<file path="src/rtl/regfile_pkg.sv">
// Shared constants and types for the scoreboarded register file.
package regfile_pkg;

  localparam int unsigned REG_WIDTH  = 32;
  localparam int unsigned REG_DEPTH  = 32;
  localparam int unsigned REG_ADDR_W = 5;

  typedef logic [REG_ADDR_W-1:0] reg_addr_t;
  typedef logic [REG_WIDTH-1:0]  reg_data_t;

  // Entry 0 is hard-wired to zero and can never be busy.
  localparam reg_addr_t ZERO_REG = '0;

endpackage

</file>
<file path="src/rtl/regfile_busy_table.sv">
// Per-register busy scoreboard: reserve/accept logic and a running busy count.
module regfile_busy_table
  import regfile_pkg::*;
#(
  parameter int unsigned DEPTH  = REG_DEPTH,
  parameter int unsigned ADDR_W = REG_ADDR_W
) (
  input  logic              clk,
  input  logic              reset,
  input  logic [ADDR_W-1:0] rsv_addr,
  input  logic              rsv_req,
  input  logic [ADDR_W-1:0] wb_addr,
  input  logic              wb_en,
  output logic              rsv_accept,
  output logic [DEPTH-1:0]  busy,
  output logic [ADDR_W:0]   busy_count
);

  logic [DEPTH-1:0] busy_q, busy_d;
  logic [DEPTH-1:0] set_vec, clr_vec;
  logic [ADDR_W:0]  count_q, count_d;
  logic             set, clr, rsv_busy;

  // True for a writable, trackable entry (not the zero register, inside the array).
  function automatic logic real_reg(input logic [ADDR_W-1:0] a);
    return (a != ADDR_W'(ZERO_REG)) && (32'(a) < DEPTH);
  endfunction

  // Grant against registered busy state only; same-cycle writeback is not bypassed.
  always_comb begin
    set_vec    = '0;
    clr_vec    = '0;
    set        = 1'b0;
    clr        = 1'b0;
    rsv_busy   = real_reg(rsv_addr) ? busy_q[rsv_addr] : 1'b0;
    rsv_accept = rsv_req & ~rsv_busy;
    if (rsv_accept && real_reg(rsv_addr)) begin
      set_vec[rsv_addr] = 1'b1;
      set               = 1'b1;
    end
    // An accepted reserve implies the entry was idle, so set and clear never hit the same bit.
    if (wb_en && real_reg(wb_addr) && busy_q[wb_addr]) begin
      clr_vec[wb_addr] = 1'b1;
      clr              = 1'b1;
    end
    busy_d  = (busy_q & ~clr_vec) | set_vec;
    count_d = count_q + (ADDR_W+1)'(set) - (ADDR_W+1)'(clr);
  end

  // Busy vector and count registers with synchronous reset.
  always_ff @(posedge clk) begin
    if (reset) begin
      busy_q  <= '0;
      count_q <= '0;
    end else begin
      busy_q  <= busy_d;
      count_q <= count_d;
    end
  end

  assign busy       = busy_q;
  assign busy_count = count_q;

endmodule

</file>
<file path="src/rtl/regfile_scoreboard.sv">
// Parametrised register file with busy scoreboard and NREAD asynchronous read ports.
// Optional macro REGFILE_BYPASS_EN forwards same-cycle writeback data to the read ports.
module regfile_scoreboard
  import regfile_pkg::*;
#(
  parameter int unsigned WIDTH  = REG_WIDTH,
  parameter int unsigned DEPTH  = REG_DEPTH,
  parameter int unsigned ADDR_W = REG_ADDR_W,
  parameter int unsigned NREAD  = 2
) (
  input  logic                    Clk,
  input  logic                    Reset,
  input  logic [NREAD*ADDR_W-1:0] ReadRegister,
  output logic [NREAD*WIDTH-1:0]  ReadData,
  output logic [NREAD-1:0]        ReadBusy,
  input  logic [ADDR_W-1:0]       WriteRegister,
  input  logic [WIDTH-1:0]        WriteData,
  input  logic                    RegWrite,
  input  logic [ADDR_W-1:0]       ReserveRegister,
  input  logic                    Reserve,
  output logic                    ReserveAccept,
  output logic [ADDR_W:0]         BusyCount
);

  logic [WIDTH-1:0] mem_q [DEPTH];
  logic [DEPTH-1:0] busy;

  function automatic logic real_reg(input logic [ADDR_W-1:0] a);
    return (a != ADDR_W'(ZERO_REG)) && (32'(a) < DEPTH);
  endfunction

  regfile_busy_table #(
    .DEPTH  (DEPTH),
    .ADDR_W (ADDR_W)
  ) u_busy_table (
    .clk        (Clk),
    .reset      (Reset),
    .rsv_addr   (ReserveRegister),
    .rsv_req    (Reserve),
    .wb_addr    (WriteRegister),
    .wb_en      (RegWrite),
    .rsv_accept (ReserveAccept),
    .busy       (busy),
    .busy_count (BusyCount)
  );

  // Data array; entry 0 is only ever cleared, so it stays zero.
  always_ff @(posedge Clk) begin
    if (Reset) begin
      for (int unsigned i = 0; i < DEPTH; i++) begin
        mem_q[i] <= '0;
      end
    end else if (RegWrite && real_reg(WriteRegister)) begin
      mem_q[WriteRegister] <= WriteData;
    end
  end

  for (genvar p = 0; p < NREAD; p++) begin : g_read
    logic [ADDR_W-1:0] addr;
    logic [WIDTH-1:0]  rd_data;
    logic              rd_busy;

    assign addr = ReadRegister[p*ADDR_W +: ADDR_W];

    // Zero-latency read mux; zero register and out-of-range addresses read idle zero.
    always_comb begin
      rd_data = '0;
      rd_busy = 1'b0;
      if (real_reg(addr)) begin
        rd_data = mem_q[addr];
        rd_busy = busy[addr];
      end
`ifdef REGFILE_BYPASS_EN
      if (RegWrite && real_reg(addr) && (addr == WriteRegister)) begin
        rd_data = WriteData;
        rd_busy = ReserveAccept && (ReserveRegister == addr);
      end
`endif
    end

    assign ReadData[p*WIDTH +: WIDTH] = rd_data;
    assign ReadBusy[p]                = rd_busy;
  end

endmodule
</file>
<file path="config.mk">
export PLATFORM = sky130hd
export DESIGN_NAME = regfile_scoreboard
export DESIGN_NICKNAME = d
export VERILOG_FILES = /design/src/rtl/regfile_pkg.sv /design/src/rtl/regfile_busy_table.sv /design/src/rtl/regfile_scoreboard.sv
export SDC_FILE = /design/constraint.sdc
export NUM_CORES = 2
export LEC_CHECK = 0
export BUFFER_PORTS_ARGS = -buffer_cell sky130_fd_sc_hd__buf_4
export CAP_MARGIN = 20
export CORE_ASPECT_RATIO = 0.5
export CORE_MARGIN = 2
export CORE_UTILIZATION = 55
export CTS_CLUSTER_DIAMETER = 200
export DETAILED_ROUTE_END_ITERATION = 12
export PLACE_DENSITY = 0.78
export RECOVER_POWER = 25
export SYNTH_ARGS = -nofsm -noshare
export SYNTH_HDL_FRONTEND = slang
export SYNTH_HIERARCHICAL = 1
export SYNTH_SLANG_ARGS = --single-unit
</file>
<file path="constraint.sdc">
create_clock -name Clk -period 10.2 [get_ports Clk]
set_input_delay 1.02 -clock Clk [delete_from_list [all_inputs] [get_ports Clk]]
set_output_delay 1.02 -clock Clk [all_outputs]
set_load 0.05 [all_outputs]
</file>
==> Word-level counts from Yosys, hierarchy flattened <==
Memories as Yosys holds them, arrays and structs flattened.
Index checks and enable logic that the tools add are counted.
{ "totals": {"regBits": 38, "ram_bits": 1024, "input_bits": 56, "output_inout_bits": 73, "wordCells": 55, "n_memories": 1} }
{ "op_classes": {"addsub": 2, "order_cmp": 6, "muxes": 29, "bitwise": 5, "n_reduce_logical": 10} }
{ "memory_table": {"columns": ["name", "words", "word_bits", "rd", "rd_ports_with_merged_regs", "write_ports", "line", "source"], "rows": [
  ["mem_q", 32, 32, 2, 0, 32, "regfile_scoreboard.sv:25", "logic [WIDTH-1:0] mem_q [DEPTH];"]
]} }
{ "op_table": {"columns": ["cell", "count"], "rows": [
  ["$mux W32", 5],
  ["$and A32 B32 Y32", 1],
  ["$not A32 Y32", 1],
  ["$or A32 B32 Y32", 1],
  ["$reduce_or A32 Y1", 1],
  ["$lt A5 B6 Y1 const B", 4],
  ["$bmux W1 S5", 4],
  ["$reduce_bool A5 Y1", 4],
  ["$mux W1", 17],
  ["$demux W1 S5", 2],
  ["$ge A5 B1 Y1 const B", 2],
  ["$add A6 B1 Y6", 1],
  ["$sub A6 B1 Y6", 1],
  ["$logic_and A1 B1 Y1", 5],
  ["$mux W5", 1],
  ["$and A1 B1 Y1", 1],
  ["$not A1 Y1", 1]
]} }

==> Depth between registers and ports, before layout <==
{ "logic_depth": {"depth_word": 9, "mapped_depth": 18, "depth_no_buf": 14} }

==> Cells and area by module <==
The synthesis kept the hierarchy.
{ "by_module_without_submodules": {"columns": ["module", "n_inst", "cells_per_inst", "area_per_inst_um2", "seq_area_each_um2"], "rows": [
  ["regfile_scoreboard", 1, 3692, 55012.8, 30749.5],
  ["regfile_busy_table", 1, 272, 2488.6, 760.7]
]} }

==> Worst setup path before layout <==
OpenSTA, ideal clock, no wires.
{ "synth_path": {"path_type": "input to output", "startpoint": "in ReadRegister[0]", "endpoint": "out ReadData[31]", "t_arrival_ns": 4.462, "t_required_ns": 9.180, "path_slack_ns": 4.718, "cell_stages": 8, "n_path_buf": 4, "path_cell_list": "buf_2 > buf_6 > buf_6 > buf_6 > mux2i_1 > o221ai_1 > a221oi_1 > a2111oi_0"} }
{ "synth_between": {"elab_chain_cells": 2, "word_cells_on_any_way": 3, "classes_between": "1 x mux; 1 x reduce/logical; 1 x memory"} }
{ "synth_lines": {"columns": ["element", "line", "source"], "rows": [
  ["start: declaration", "regfile_scoreboard.sv:13", "input logic [NREAD*ADDR_W-1:0] ReadRegister,"],
  ["$mem_v2 Z32 W32 or $reduce_bool A5 Y1 (tied branches)", null, null],
  ["$mux W32 (*)", "regfile_scoreboard.sv:69", "if (real_reg(addr)) begin"],
  ["end: declaration", "regfile_scoreboard.sv:14", "output logic [NREAD*WIDTH-1:0] ReadData,"]
]} }
Mark *: on every way between the ends. The rest lies on a longest branch, timed or not.

==> impl_metrics.toml <==
[outcome]
status = "complete, but fails checks"
failed_checks = "capacitance limit, slew limit"

[cts]
clk_latency_ps = 710
numCtsBuffers = 96
cts_sinks = 1062
cts_htree_levels = 3
post-cts-setup-buffers = 0
clkTransAtPathRegs_ps = 60
cts_root_buf = "clkbuf_16"
cts_tree = "done"
cts_buffer_depth = 3
postCtsHoldBufs = 0
cts_repair_resize_count = 0

[worst_setup_path]
r2r_end = "u_busy_table/busy_count[4]"
required_ps = 10520
crit_path_end = "mem_q[27][9]"
regToRegSetupSlack_ps = 6840
cp_max_fo = 56
cp.arrival_ps = 6720
critPathKind = "in -> reg"
startpoint_type = "input pin"
crit_path_start = "Reset"
end_kind = "flip-flop"
r2r-start = "u_busy_table/busy[7]"
r2r_cells = 14

[die]
num_rows = 83
die_h_um = 233
start_util_pct = 55.8
die_w_um = 461
coreArea_mm2 = 0.103
die_area_mm2 = 0.107
ios = 129

[placement]
place_area_mm2 = 0.0595
io_buffers = 128
dp.cells = 5217
place_worst_setup_slack_ps = 4450
hpwl_mm = 107
routabilityCongestion = 0.898

[synth]
yosys.area.top_type_share_pct = 53.5
ys_seq_area_share_pct = 54.8
synth.distinct_cells = 67
yosys.area.top_type = "edfxtp_1"
synth_compound_area_share_pct = 5.17
async_flop_share_pct = 0
synth_area_per_cell_um2 = 14.5
synth_edf_count = 1024
yosys-top-cells-count = "1024 x edfxtp_1, 1009 x and2_1, 426 x mux4_2, 287 x clkbuf_1, 278 x mux2i_1"
synth.top_cells.by_area = "edfxtp_1 53%, mux4_2 17%, and2_1 11%"
synthSimpleGateAreaFrac_pct = 13.9
synth_adder_area_share_pct = 0.165
synth_top_family_by_area = "multiplexers"
synth_mux_area_share_pct = 22.3
netlist_area_mm2 = 0.0575
synth_cells = 3964
yosys_most_used_dff = "edfxtp_1"
yosysWarnings = 6
post-synth-top-count-cell = "edfxtp_1"
ys_seq_elements = 1062
synth_xor_area_share_pct = 0.0762

[routing]
antenna_left = 0
viasPerCell = 7.20
wirelength_mm = 185
first_iter_violations = 6829
dr.pass1.iters = 6
vias = 38800
drc_errors = 0
wire_per_inst_um = 34.3

[sta]
holdWs_ps = 556
fmax_mhz = 156
slew_headroom_pct = -155
tns_ps = 0
slew_viol_final = 808
setup_viol = 0
finalHoldViolCount = 0
post-route-period-util_pct = 62.8
worst_pin_slew_ps = 3830
skew_ps = 38.3
setup_slack_ps = 3790
fin_crit_ps = 6410
rsz0062_at_grt = "false"

[final_layout]
fin_area_mm2 = 0.0624
layout.cells.non_filler = 5391
final_util_pct = 60.5
syn_to_final_growth_pct = 8.56
n_fill_cell = 7542
layout-drive-gt1-share_pct = 22.6
nets = 3976

[global_routing]
track_usage_pct = 34.6
grt_max_degree = 141
grt_pass1_vias = 38400
antenna_found_initial = 8
grt-ovfl-total = 0
grt_pass1_wl_mm = 266

[power]
power.density_mw_per_mm2 = 165
irDropWorstVdd_mv = 0.133
p_leak_nw = 21.3
total_power_mw = 10.3

[min_path]
hold_path_class = "reg -> reg"
hold_depth = 1

[run]
maxCapViolations = 23
layout make-up:
cell class / count / area (um2) / share of cell area (%)
flip-flops and latches: 1062 / 31500 / 50.5
multi-input cells: 2486 / 24200 / 38.8
clock buffers: 113 / 2510 / 4.02
repair buffers: 243 / 1770 / 2.84
well taps: 1402 / 1750 / 2.81
clock inverters: 59 / 544 / 0.872
inverters: 24 / 90.1 / 0.144
diodes: 2 / 5.00 / 0.00802
cell usage in the layout, fill, tap and decap left out, types with 12 or more instances in the layout:
cell type / instances
o22ai_1: 75
a22o_1: 53
nor3b_1: 12
o21ai_1: 21
nor2b_1: 40
edfxtp_1: 1024
clkinv_1: 21
a211oi_1: 18
dfxtp_1: 38
nor3_1: 60
nor2_2: 23
mux2_2: 41
buf_4: 205
mux2i_1: 278
conb_1: 32
clkbuf_1: 44
a21oi_1: 33
mux4_2: 426
nand2_1: 22
inv_1: 23
clkinv_2: 20
a2111oi_0: 53
a22oi_1: 67
or2_2: 31
clkbuf_16: 98
and2_0: 244
o32ai_1: 28
o311ai_0: 17
nor2_1: 19
nor4_1: 12
and2_1: 763
layer usage:
layer  vias to the layer above  routed length (um)  GRT usage (%)
met4                         6               10700           17.2
li1                      15100                   -              -
met3                       677               30200           10.1
met2                      3596               80200           50.8
met1                     19400               63600           47.4
met5                         -                  36              0
power breakdown:
part | internal, mW | switching (mW)
Combinational | 0.564 | 0.934
Sequential | 5.02 | 0.137
Clock | 1.96 | 1.69
Total | 7.55 | 2.77
registers in the layout, summed over array words and instances, names as in the netlist:
signal,count
mem_q,1024
u_busy_table/busy,32
u_busy_table/busy_count,6
worst min-delay path by stage:
stage | slack, ps | endpoint | start
after detailed placement | 530 | u_busy_table/busy[8] | u_busy_table/busy[8]
final | 560 | u_busy_table/busy[0] | u_busy_table/busy[0]
after global placement | 510 | u_busy_table/busy[9] | u_busy_table/busy[9]
after CTS | 550 | u_busy_table/busy[9] | u_busy_table/busy[9]
after global routing | 570 | u_busy_table/busy[0] | u_busy_table/busy[0]
after floorplan | 480 | u_busy_table/busy[0] | u_busy_table/busy[0]
critical path, stage by stage:
cell and delay (ps):
clkbuf_1 1370, clkbuf_1 2790, or2_0 780, buf_4 680
cells by family after synthesis:
logic type               after synthesis
AO/OA/AOI/OAI                        399
XOR/XNOR                               5
adder cells (fa/ha/maj)                7
buffers and inverters                447
flip-flops                          1062
multiplexers                         745
other                                  1
AND/OR/NAND/NOR                     1298
Power figures use the tool's default switching activity.
